File: src/rtl/battleship_pkg.sv
// ============================================================================
//  battleship_pkg : shared board geometry, cell index type and PC shot states
//  Revision 1.0
// ============================================================================
`default_nettype none

package battleship_pkg;

  localparam int BOARD_DIM  = 5;
  localparam int CELL_COUNT = BOARD_DIM * BOARD_DIM;
  localparam int COORD_W    = 3;

  typedef logic [4:0]         cell_idx_t;
  typedef logic [COORD_W-1:0] coord_t;

  typedef enum logic [2:0] {
    IDLE   = 3'd0,
    THINK  = 3'd1,
    SAMPLE = 3'd2,
    PROBE  = 3'd3,
    ISSUE  = 3'd4
  } pc_shot_state_t;

  // Raw 3-bit random values fold 5..7 back onto 0..2.
  function automatic coord_t reduce_coord(input coord_t raw);
    return (raw >= coord_t'(BOARD_DIM)) ? raw - coord_t'(BOARD_DIM) : raw;
  endfunction

endpackage

`default_nettype wire

File: src/rtl/cell_idx_split.sv
// ============================================================================
//  cell_idx_split : combinational linear cell index -> (row, col)
//  Revision 1.0
// ============================================================================
`default_nettype none

module cell_idx_split
  import battleship_pkg::*;
(
  input  logic [4:0] idx,
  output logic [2:0] row,
  output logic [2:0] col
);

  localparam cell_idx_t c_dim = cell_idx_t'(BOARD_DIM);

  always_comb begin
    row = coord_t'(idx / c_dim);
    col = coord_t'(idx % c_dim);
  end

endmodule

`default_nettype wire

File: src/rtl/pc_shot_generator.sv
// ============================================================================
//  pc_shot_generator : picks a never-before-targeted cell for the PC's turn
//  Revision 1.0
// ============================================================================
`default_nettype none

module pc_shot_generator
  import battleship_pkg::*;
#(
  parameter int THINK_CYCLES = 4
) (
  input  logic       clk,
  input  logic       rst,
  input  logic       start,
  input  logic [2:0] rand_row,
  input  logic [2:0] rand_col,
  input  logic       shot_ack,
  input  logic       clear_history,
  output logic [2:0] shot_row,
  output logic [2:0] shot_col,
  output logic       shot_valid,
  output logic       busy,
  output logic       board_full
);

  localparam int                CNT_W        = (THINK_CYCLES > 1) ? $clog2(THINK_CYCLES) : 1;
  localparam logic [CNT_W-1:0]  c_think_last = CNT_W'(THINK_CYCLES - 1);
  localparam cell_idx_t         c_last_idx   = cell_idx_t'(CELL_COUNT - 1);

  pc_shot_state_t          r_state,      w_state;
  logic [CNT_W-1:0]        r_think_cnt,  w_think_cnt;
  cell_idx_t               r_idx,        w_idx;
  logic [CELL_COUNT-1:0]   r_history,    w_history;
  cell_idx_t               r_shot_count, w_shot_count;
  logic                    r_board_full, w_board_full;
  logic [2:0]              r_row,        w_row;
  logic [2:0]              r_col,        w_col;
  logic                    r_valid,      w_valid;
  logic                    r_busy,       w_busy;

  cell_idx_t               w_sample_idx;
  logic [2:0]              w_split_row;
  logic [2:0]              w_split_col;

  cell_idx_split u_split (
    .idx (r_idx),
    .row (w_split_row),
    .col (w_split_col)
  );

  assign w_sample_idx = cell_idx_t'(reduce_coord(rand_row)) * cell_idx_t'(BOARD_DIM)
                      + cell_idx_t'(reduce_coord(rand_col));

  always_ff @(posedge clk or negedge rst) begin
    if (!rst) begin
      r_state      <= IDLE;
      r_think_cnt  <= '0;
      r_idx        <= '0;
      r_history    <= '0;
      r_shot_count <= '0;
      r_board_full <= 1'b0;
      r_row        <= '0;
      r_col        <= '0;
      r_valid      <= 1'b0;
      r_busy       <= 1'b0;
    end else begin
      r_state      <= w_state;
      r_think_cnt  <= w_think_cnt;
      r_idx        <= w_idx;
      r_history    <= w_history;
      r_shot_count <= w_shot_count;
      r_board_full <= w_board_full;
      r_row        <= w_row;
      r_col        <= w_col;
      r_valid      <= w_valid;
      r_busy       <= w_busy;
    end
  end

  always_comb begin
    w_state      = r_state;
    w_think_cnt  = r_think_cnt;
    w_idx        = r_idx;
    w_history    = r_history;
    w_shot_count = r_shot_count;
    w_board_full = r_board_full;
    w_row        = r_row;
    w_col        = r_col;
    w_valid      = r_valid;

    if (clear_history) begin
      w_state      = IDLE;
      w_history    = '0;
      w_shot_count = '0;
      w_board_full = 1'b0;
      w_valid      = 1'b0;
      w_row        = '0;
      w_col        = '0;
    end else begin
      case (r_state)
        IDLE: begin
          if (start && !r_board_full) begin
            w_state     = THINK;
            w_think_cnt = '0;
          end
        end
        THINK: begin
          if (r_think_cnt == c_think_last) begin
            w_state = SAMPLE;
          end else begin
            w_think_cnt = r_think_cnt + 1'b1;
          end
        end
        SAMPLE: begin
          w_idx   = w_sample_idx;
          w_state = PROBE;
        end
        PROBE: begin
          // Linear probe with wrap; a free cell always exists because board_full gates start.
          if (!r_history[r_idx]) begin
            w_row   = w_split_row;
            w_col   = w_split_col;
            w_valid = 1'b1;
            w_state = ISSUE;
          end else begin
            w_idx = (r_idx == c_last_idx) ? '0 : r_idx + 1'b1;
          end
        end
        ISSUE: begin
          if (shot_ack) begin
            w_history[r_idx] = 1'b1;
            w_shot_count     = r_shot_count + 1'b1;
            w_board_full     = (r_shot_count == c_last_idx);
            w_valid          = 1'b0;
            w_state          = IDLE;
          end
        end
        default: begin
          w_state = IDLE;
        end
      endcase
    end

    w_busy = (w_state != IDLE);
  end

  assign shot_row   = r_row;
  assign shot_col   = r_col;
  assign shot_valid = r_valid;
  assign busy       = r_busy;
  assign board_full = r_board_full;

endmodule

`default_nettype wire

File: config.mk
export PLATFORM = sky130hd
export DESIGN_NAME = pc_shot_generator
export DESIGN_NICKNAME = d
export VERILOG_FILES = /design/src/rtl/battleship_pkg.sv /design/src/rtl/cell_idx_split.sv /design/src/rtl/pc_shot_generator.sv
export SDC_FILE = /design/constraint.sdc
export NUM_CORES = 1
export LEC_CHECK = 0
export ABC_AREA = 0
export BUFFER_PORTS_ARGS = -buffer_cell sky130_fd_sc_hd__buf_2
export CAP_MARGIN = 10
export CORE_ASPECT_RATIO = 1.5
export CORE_UTILIZATION = 38
export CTS_CLUSTER_DIAMETER = 60
export DETAILED_ROUTE_END_ITERATION = 12
export GPL_ROUTABILITY_DRIVEN = 1
export HOLD_SLACK_MARGIN = 0.06
export PLACE_DENSITY_LB_ADDON = 0.08
export SYNTH_ARGS = -nofsm -noshare
export SYNTH_HDL_FRONTEND = slang
export SYNTH_SLANG_ARGS = --single-unit
File: constraint.sdc
create_clock -name clk -period 4.2 [get_ports clk]
set_input_delay 0 -clock clk [delete_from_list [all_inputs] [get_ports clk]]
set_output_delay 0 -clock clk [all_outputs]
set_load 0.02 [all_outputs]
==> flow_summary_export.csv, run 1 <==
group,metric,value,unit
outcome,status,"finished, final reports clean",
clocking,cts_buffer_depth,2,
synthesis,netlist_area,3030,um2
synthesis,ys_seq_area_share,40.5,%
pwr,p_clk_share,24.2,%
run,max-cap-violations,0,
pwr,peakVddDrop,0.000179,V
clocking,cts_setup_buffers,0,
setup_path,critical_path_class,"reg2reg",
timing,tns,0,ns
final_layout,final_cells,435,
place,io_buffers,19,
setup_path,critical_path_buf_inv_count,2,
synthesis,ys_seq_elements,49,
clocking,cts_sinks,49,
setup_path,rrSetupSlack,0.54,ns
synthesis,synth_cells,316,
route,wl_per_cell,15.3,um
timing,max_freq,273,MHz
setup_path,cp.required,4.34,ns
place,gpl.final_weighted_congestion,0.836,
setup_path,arrival,3.80,ns
timing,grt_setup_unrepaired,"false",
synthesis,synth_edf_count,0,
clocking,numCtsBuffers,5,
synthesis,yosys_warnings,0,
route,totalWireLength,6.66,mm
global_routing,grt_overflow_total,0,
synthesis,ys.flop_type,"dfrtp_1",
route,route.detailed.drc,0,
timing,hold_viol,0,
setup_path,crit-reg2reg-launch,"r_idx[3]$_DFFE_PN0P_",
clocking,clk_latency,0.29,ns
route,via_per_inst,5.29,
pwr,p_leak,1.51,nW
timing,worst_pin_slew,0.841,ns
timing,maxSlewViolCount,0,
hold_path,min_to,"r_state[2]$_DFF_PN0_",
final_layout,antenna_cells,0,
timing,setup_violations,0,
pwr,power.switching,0.640,mW
timing,slew_headroom,43.9,%
timing,min_period,3.66,ns
pwr,p_seq_share,34.0,%
timing,fin_skew,0.00363,ns
floorplanning,coreArea,7660,um2
pwr,p_sw_share,38.9,%
clocking,cts_max_level,2,
place,dp_cells,426,
pwr,power_frac_comb,41.8,%
global_routing,grt_pass1_vias,2319,
setup_path,r2r-end,"shot_col[1]$_DFFE_PN0P_",
setup_path,rr_worst_depth,13,
floorplanning,ios,20,
route,ant_nets,0,
synthesis,yosysUniqueCellTypes,50,
hold_path,worstHoldPathCells,3,
setup_path,worst_setup_path_end_kind,"register",
setup_path,slowest_stage,"dfrtp_1",
pwr,power_density,488,nW/um2
final_layout,nets,368,
clocking,root_buffer,"clkbuf_16",
setup_path,crit_fanout,13,
route,drt_first_iter_violations,82,
global_routing,grt_usage,17.9,%
synthesis,syn_avg_cell_area,9.58,um2
global_routing,grt_pass1_wl,11.3,mm
floorplanning,start_util,39.5,%
synthesis,syn_nets,352,
place,hpwl,4.67,mm
pwr,cellInternalPower,1.00,mW
final_layout,area_growth,11.4,%
clocking,cts_tree,"yes",
setup_path,crit_path_cell_trace,"inv_1 > ha_1 > a211oi_1 > o21ai_0 > a21oi_1 > nor2_1 > ha_1 > o21a_1 > a2111o_1 > a211oi_2 > inv_1 > o311ai_1 > a21oi_1",
floorplanning,row_count,39,
floorplanning,dieHeight,111,um
setup_path,path_delay_family,"compound AO/OA/AOI/OAI gates",
global_routing,grt_start_max_net_pins,50,
floorplanning,die_x,74.9,um
hold_path,hold_path_class,"in2reg",
final_layout,drive_above_1_share,15.6,%
hold_path,hp-start,"shot_ack",
final_layout,final_cell_mix,"nor2_1, dfrtp_1, a21oi_1, ha_1, o21ai_0",
timing,final.period_utilization,87.2,%
clocking,cts.reportedPaths.clkPinSlew,0.06,ns
setup_path,start_kind,"register",
synthesis,async_flop_share,100,%
floorplanning,dieArea,8340,um2
route,firstDrtPassIters,5,
route,vias,2299,
global_routing,grt_antenna_before_repair,0,
setup_path,max_stage_delay,0.56,ns
## sequential cells by signal (all words and copies together) (netlist names)
signal,count
r_think_cnt,2
shot_col,3
r_idx,5
r_state,3
r_shot_count,5
board_full,1
shot_valid,1
r_history,25
shot_row,3
busy,1
## per-stage QoR
step	area, um2	utilization [%]	total power [mW]	setup slack [ns]	hold slack, ns
2_1_floorplan	3030	-	1.09	0.579	-0.296
5_1_grt	3370	44.0	1.78	0.157	0.0819
3_5_place_dp	3220	42.0	1.26	0.581	0.155
3_3_place_gp	3220	42.0	1.27	0.637	0.154
4_1_cts	3370	44.0	1.67	0.546	0.0610
6_report	3370	44.0	1.64	0.537	0.0712
## routing by layer
layer / GRT usage [%] / vias to the layer above / share of wire, % / wire length [um]
li1: - / 1142 / - / -
met1: 21.1 / 1114 / 43 / 2840
met2: 30.9 / 35 / 53 / 3530
met3: 3.64 / 8 / 2.7 / 182
met4: 6.92 / 0 / 1.6 / 106
met5: 0 / - / 0 / 0
## timing repair
action,4_1_cts,5_1_grt
endpoints found under the hold margin,49,0
hold buffers,1,0
gates resized for setup,0,0
## logic make-up (layout without fill, tap and decap cells)
| kind of cell | Yosys count | after routing | synth area share (%) |
|---|---|---|---|
| compound gates | 87 | 87 | 18.0 |
| xor+xnor | 11 | 11 | 3.18 |
| fa+ha+maj | 25 | 25 | 10.6 |
| buf+inv | 32 | 49 | 4.75 |
| flops | 49 | 49 | 40.5 |
| mux | 13 | 13 | 6.36 |
| simple gates | 99 | 99 | 16.6 |
## final cells by class
class	instances	area (um2)
clock inverters	2	15.0
clock buffers	6	129
repair buffers	27	158
flip-flops and latches	49	1230
well taps	102	128
fillers	777	4290
inverters	14	52.6
multi-input cells	235	1660
## how the worst max path moves through the flow
stage                    startpoint                      end  cells past startpoint  slack, ns
5_1_grt        r_idx[3]$_DFFE_PN0P_  shot_col[1]$_DFFE_PN0P_                     13       0.16
3_5_place_dp   r_idx[3]$_DFFE_PN0P_  shot_col[1]$_DFFE_PN0P_                     13       0.58
4_1_cts        r_idx[3]$_DFFE_PN0P_  shot_col[1]$_DFFE_PN0P_                     13       0.55
2_1_floorplan  r_idx[0]$_DFFE_PN0P_  shot_col[1]$_DFFE_PN0P_                     17       0.58
6_report       r_idx[3]$_DFFE_PN0P_  shot_col[1]$_DFFE_PN0P_                     13       0.54
3_3_place_gp   r_idx[3]$_DFFE_PN0P_  shot_col[1]$_DFFE_PN0P_                     13       0.64
## power by group through the flow
stage | logic [mW] | registers (mW) | clock network [mW]
after floorplan | 0.529 | 0.560 | 0
after global placement | 0.701 | 0.566 | 0
after detailed placement | 0.695 | 0.568 | 0
after CTS | 0.700 | 0.558 | 0.416
after global routing | 0.779 | 0.567 | 0.433
final | 0.687 | 0.559 | 0.398
## Yosys cell counts, types with 2 or more instances
master	count	area [um2]
nand3_1	3	15.0
mux4_2	5	113
buf_6	3	33.8
nor3_1	8	40.0
nand2b_1	10	62.6
o21a_1	3	22.5
o21ai_0	20	100
a21oi_1	43	215
inv_1	14	52.6
clkbuf_1	14	52.6
dfrtp_1	49	1230
ha_1	24	300
xnor2_1	6	52.6
nand3b_1	3	22.5
nor2_1	49	184
a211oi_1	4	30.0
mux2i_1	8	80.1
nand2_1	9	33.8
nand4_1	3	18.8
nor2b_1	3	18.8
xor2_1	5	43.8
a211oi_2	2	25.0
## worst min-delay path, cell delays in order
cell and delay, ns:
buf_2 0.09, nor4b_1 0.04, o21ba_2 0.19
Power figures use the tool's default switching activity.
==> run 2, diff against run 1 <==
- GPL_TIMING_DRIVEN: default -> 0
==> run 2 against run 1 <==
  * Final cell count rose by 2.5%
  * Count of clock-buffer cells in the layout did not move
  * Sequential power up 1%
  * Critical endpoint unchanged
  * Largest power group unchanged
  * Highest routed layer unchanged
==> flow_summary_export.csv, run 2 (synthesized netlist as in run 1, its figures left out) <==
group,metric,value,unit
outcome,status,"finished, final reports clean",
global_routing,grt_overflow_total,0,
final_layout,top_regs,"r_history x25, r_idx x5, r_shot_count x5",
floorplanning,dieHeight,111,um
place,io_buffers,19,
hold_path,hp-start,"shot_ack",
pwr,cellInternalPower,1.03,mW
global_routing,grt_usage,18.7,%
setup_path,rr_worst_depth,14,
final_layout,drive_above_1_share,14.8,%
clocking,cts_tree,"yes",
floorplanning,row_count,39,
clocking,clk_latency,0.29,ns
timing,max_freq,260,MHz
route,via_per_inst,5.32,
hold_path,hold_path_class,"in2reg",
setup_path,r2r-end,"shot_col[1]$_DFFE_PN0P_",
setup_path,crit_start,"r_idx[3]$_DFFE_PN0P_",
timing,grt_setup_unrepaired,"false",
clocking,cts_sinks,49,
timing,worst_pin_slew,1.10,ns
global_routing,grt_pass1_wl,11.7,mm
final_layout,top_register,"r_history",
floorplanning,coreArea,7660,um2
final_layout,area_growth,13.6,%
pwr,p_seq_share,32.9,%
floorplanning,die_x,74.9,um
pwr,p_total,1.72,mW
global_routing,grt_pass1_vias,2351,
timing,maxSlewViolCount,0,
route,drt_first_iter_violations,121,
setup_path,crit-reg2reg-launch,"r_idx[3]$_DFFE_PN0P_",
timing,fin_hold_ws,0.0812,ns
pwr,p_sw_share,40.2,%
setup_path,worst_setup_path_end_kind,"register",
route,vias,2374,
timing,fin_skew,0.00685,ns
route,firstDrtPassIters,4,
place,dp_slack,-0.197,ns
global_routing,grt_start_max_net_pins,50,
hold_path,min_to,"r_state[2]$_DFF_PN0_",
timing,fin_ws,0.359,ns
timing,slew_headroom,26.4,%
route,wl_per_cell,16.0,um
final_layout,nets,379,
setup_path,crit_path_cell_trace,"clkbuf_1 > inv_1 > ha_1 > a211oi_2 > o21ai_0 > a21oi_1 > nor2_1 > ha_1 > o21a_1 > a2111o_1 > a211oi_4 > inv_1 > o311ai_1 > a21oi_1",
timing,tns,0,ns
final_layout,largest_reg_flops,25,
floorplanning,ios,20,
final_layout,antenna_cells,0,
setup_path,arrival,3.99,ns
setup_path,rrSetupSlack,0.36,ns
global_routing,grt_antenna_before_repair,0,
clocking,cts.reportedPaths.clkPinSlew,0.07,ns
route,route.detailed.drc,0,
setup_path,slowest_stage,"a211oi_2",
pwr,power.switching,0.692,mW
clocking,cts_max_level,2,
timing,hold_viol,0,
pwr,power_frac_comb,43.7,%
setup_path,start_kind,"register",
place,hpwl,5.21,mm
route,totalWireLength,7.14,mm
setup_path,max_stage_delay,0.41,ns
pwr,power_density,501,nW/um2
place,gpl.final_weighted_congestion,0.789,
final_layout,utilization,44.9,%
clocking,cts_buffer_depth,2,
route,ant_nets,0,
final_layout,seq_area,1230,um2
timing,setup_violations,0,
pwr,peakVddDrop,0.000261,V
clocking,root_buffer,"clkbuf_16",
clocking,numCtsBuffers,5,
setup_path,crit_fanout,10,
pwr,p_leak,1.53,nW
timing,min_period,3.84,ns
floorplanning,start_util,39.5,%
run,max-cap-violations,0,
floorplanning,dieArea,8340,um2
timing,final.period_utilization,91.4,%
final_layout,final_cell_mix,"nor2_1, dfrtp_1, a21oi_1, ha_1",
final_layout,multi_input_area,1690,um2
pwr,p_clk_share,23.4,%
setup_path,cp.required,4.35,ns
setup_path,critical_path_class,"reg2reg",
hold_path,worstHoldPathCells,3,
final_layout,fillers,763,
==> run 2: changes by cell type in the layout (fill, tap and decap cells not counted), sizes merged <==
cell and delta:
clkinvlp -2, clkbuf +13, clkinv +1, dlygate4sd3 +1
buf -3, inv +1
==> run 2: final cells by class <==
cell class	instances	share of cell area, %
plain buffers	17	2.55
clock buffers	6	3.75
clock inverters	2	0.400
inverters	14	1.53
multi-input cells	235	49.1
flip-flops and latches	49	35.6
well taps	102	3.71
repair buffers	21	3.35
==> run 2: worst max-delay path: cells and delay by family, from the launching register on <==
| kind | cells | cell delay, ns |
|---|---|---|
| adders and majority gates | 2 | 0.47 |
| AOI/OAI and AO/OA | 8 | 2.06 |
| and+or+nand+nor | 1 | 0.09 |
| DFF | 1 | 0.40 |
| buffers and inverters | 3 | 0.69 |
==> run 2: layer usage <==
metal / GRT usage, % / share of wire [%] / vias to the layer above
met1: 22.1 / 42 / 1153
li1: - / - / 1169
met2: 32.9 / 53 / 42
met3: 3.00 / 3.2 / 10
met4: 6.54 / 1.9 / 0
met5: 0 / 0 / -
==> run 2: power groups by stage <==
stage	clock (mW)	sequential, mW	combinational, mW
final	0.402	0.567	0.753
after global routing	0.436	0.571	0.839
after CTS	0.416	0.566	0.716
after detailed placement	0	0.575	0.707
after global placement	0	0.571	0.707
after floorplan	0	0.560	0.529
==> run 2: timing repair <==
action,4_1_cts,5_1_grt
endpoints found under the setup margin,3,4
pin swaps,0,0
hold buffers,2,0
cloned,0,0
hold endpoints to repair,50,0
gates resized for setup,1,4
setup buffers,0,0
==> run 2: worst max path at each step <==
stage / slack [ns] / cells after the start / end
3_5_place_dp: -0.20 / 16 / shot_col[1]$_DFFE_PN0P_
3_3_place_gp: -0.27 / 16 / shot_col[1]$_DFFE_PN0P_
2_1_floorplan: 0.58 / 17 / shot_col[1]$_DFFE_PN0P_
4_1_cts: 0.06 / 15 / shot_col[1]$_DFFE_PN0P_
5_1_grt: 0.06 / 14 / shot_col[1]$_DFFE_PN0P_
6_report: 0.36 / 14 / shot_col[1]$_DFFE_PN0P_
==> run 2: per-stage QoR <==
stage	cell area [um2]	cells
6_report	3440	446
5_1_grt	3440	446
2_1_floorplan	3030	316
3_5_place_dp	3250	437
3_3_place_gp	3250	437
4_1_cts	3410	446
==> run 3, diff against run 2 <==
- RECOVER_POWER: default -> 50
==> run 3 against run 2 <==
  * The run now ends with max-capacitance violations, max-slew violations left
  * Clock skew barely moved
  * Die area is the same
  * Core utilization decreased by 0.16 points
  * Critical path depth did not move
  * Register-to-register slack hardly changed
  * Critical path type unchanged
==> flow_summary_export.csv, run 3 (synthesized netlist as in run 1, its figures left out) <==
group,metric,value,unit
outcome,violations,"max-capacitance violations, max-slew violations",
route,firstDrtPassIters,4,
floorplanning,start_util,39.5,%
setup_path,max_stage_delay,0.41,ns
global_routing,grt_start_max_net_pins,50,
route,top_layer,"met4",
pwr,power_density,502,nW/um2
final_layout,fillers,768,
timing,max_freq,260,MHz
hold_path,hold_path_class,"in2reg",
final_layout,largest_reg_flops,25,
setup_path,start_kind,"register",
route,via_per_inst,5.33,
setup_path,crit_fanout,10,
setup_path,path_delay_family,"compound AO/OA/AOI/OAI gates",
route,vias,2376,
route,wl_met1,2.97,mm
route,dr_wl_met3,227,um
setup_path,slowest_stage,"a211oi_2",
timing,maxSlewViolCount,50,
clocking,clk_latency,0.29,ns
final_layout,final_cell_mix,"nor2_1, dfrtp_1, a21oi_1, clkbuf_1, ha_1",
clocking,numCtsBuffers,5,
setup_path,critical_path_buf_inv_count,3,
place,gpl.final_weighted_congestion,0.789,
clocking,cts_max_level,2,
global_routing,grt_pass1_vias,2351,
timing,fin_ws,0.356,ns
final_layout,utilization,44.7,%
route,wl_per_cell,16.0,um
timing,grt_setup_unrepaired,"false",
clocking,cts.reportedPaths.clkPinSlew,0.07,ns
route,ant_nets,0,
setup_path,crit_path_cell_trace,"clkbuf_1 > inv_1 > ha_1 > a211oi_2 > o21ai_0 > a21oi_1 > nor2_1 > ha_1 > o21a_1 > a2111o_1 > a211oi_4 > inv_1 > o311ai_1 > a21oi_1",
place,hpwl,5.21,mm
timing,fin_skew,0.00689,ns
timing,min_period,3.84,ns
floorplanning,coreArea,7660,um2
final_layout,top_regs,"r_history x25, r_idx x5, r_shot_count x5",
place,placed_area,3250,um2
final_layout,antenna_cells,0,
timing,hold_viol,0,
floorplanning,ios,20,
route,drt_first_iter_violations,122,
outcome,status,"finished with violations",
global_routing,grt_pass1_wl,11.7,mm
place,io_buffers,19,
timing,setup_violations,0,
setup_path,cp.required,4.35,ns
global_routing,grt_usage,18.7,%
final_layout,nets,379,
floorplanning,die_x,74.9,um
floorplanning,dieArea,8340,um2
global_routing,grt_antenna_before_repair,0,
clocking,root_buffer,"clkbuf_16",
clocking,cts_sinks,49,
run,max-cap-violations,1,
place,dp_slack,-0.197,ns
floorplanning,dieHeight,111,um
setup_path,critical_path_class,"reg2reg",
clocking,cts_buffer_depth,2,
pwr,peakVddDrop,0.000261,V
route,totalWireLength,7.15,mm
final_layout,drive_above_1_share,11.9,%
final_layout,area_growth,13.2,%
setup_path,arrival,3.99,ns
floorplanning,row_count,39,
final_layout,multi_input_area,1690,um2
final_layout,finish.instance_area,3430,um2
timing,worst_pin_slew,2.65,ns
timing,final.period_utilization,91.5,%
final_layout,top_register,"r_history",
route,dr_wl_met2,3.82,mm
route,route.detailed.drc,0,
final_layout,seq_area,1230,um2
timing,slew_headroom,-76.6,%
setup_path,worst_setup_path_end_kind,"register",
global_routing,grt_overflow_total,0,
clocking,cts_tree,"yes",
pwr,p_leak,1.49,nW
-- run 3: cell count changes in the layout (fill, tap and decap cells not counted), sizes merged --
cell and change:
clkbuf +10, buf -10
-- run 3: worst reg2reg max path, delay by kind of cell, from the launching register on --
family                   cells  cell delay, ns
AO/OA/AOI/OAI                8            2.06
flip-flops                   1            0.40
AND/OR/NAND/NOR              1            0.09
adder cells (fa/ha/maj)      2            0.47
buffers and inverters        3            0.69
-- run 3: power by group --
part / internal, mW / total, mW / switching, mW / leakage, nW
logic: 0.289 / 0.753 / 0.463 / 0.748
clock network: 0.222 / 0.402 / 0.180 / 0.0712
registers: 0.518 / 0.567 / 0.0487 / 0.673
-- run 3: path summary, 6_finish.rpt --
kind	start	endpoint	slack, ns	cells after the start
max	r_idx[3]$_DFFE_PN0P_	shot_col[1]$_DFFE_PN0P_	0.36	14
min	shot_ack	r_state[2]$_DFF_PN0_	0.08	3
max reg2reg	r_idx[3]$_DFFE_PN0P_	shot_col[1]$_DFFE_PN0P_	0.36	14
min reg2reg	r_think_cnt[1]$_DFFE_PN0P_	r_think_cnt[1]$_DFFE_PN0P_	0.50	2
max in group asynchronous	rst	r_idx[0]$_DFFE_PN0P_	1.61	2
min in group asynchronous	rst	shot_col[0]$_DFFE_PN0P_	1.07	2
-- run 3: final cells by class --
| class | count | area share (%) |
|---|---|---|
| Multi-Input combinational cell | 235 | 49.3 |
| Sequential cell | 49 | 35.8 |
| Clock buffer | 6 | 3.76 |
| Tap cell | 102 | 3.72 |
| Timing Repair Buffer | 21 | 2.99 |
| Buffer | 17 | 2.56 |
| Inverter | 14 | 1.53 |
| Clock inverter | 2 | 0.402 |
-- run 3: layer usage --
layer  up-vias  track usage (%)
met1      1156             22.1
met2        42             32.9
met5         -                0
met3        10             3.00
li1       1168                -
met4         0             6.54
-- run 3: repair_timing --
item	CTS	global route
hold buffers	2	0
gates resized for setup	1	4
buffers inserted	0	0
setup endpoints to repair	3	4
endpoints found under the hold margin	50	0
-- run 3: per-stage QoR --
step | std cells | power (mW) | hold WS [ns] | TNS, ns
after floorplan | 316 | 1.09 | -0.296 | 0
after detailed placement | 437 | 1.28 | 0.287 | -0.372
after CTS | 446 | 1.70 | 0.0754 | 0
after global placement | 437 | 1.28 | 0.267 | -0.633
final | 446 | 1.72 | 0.0816 | 0
after global routing | 446 | 1.85 | 0.0903 | 0
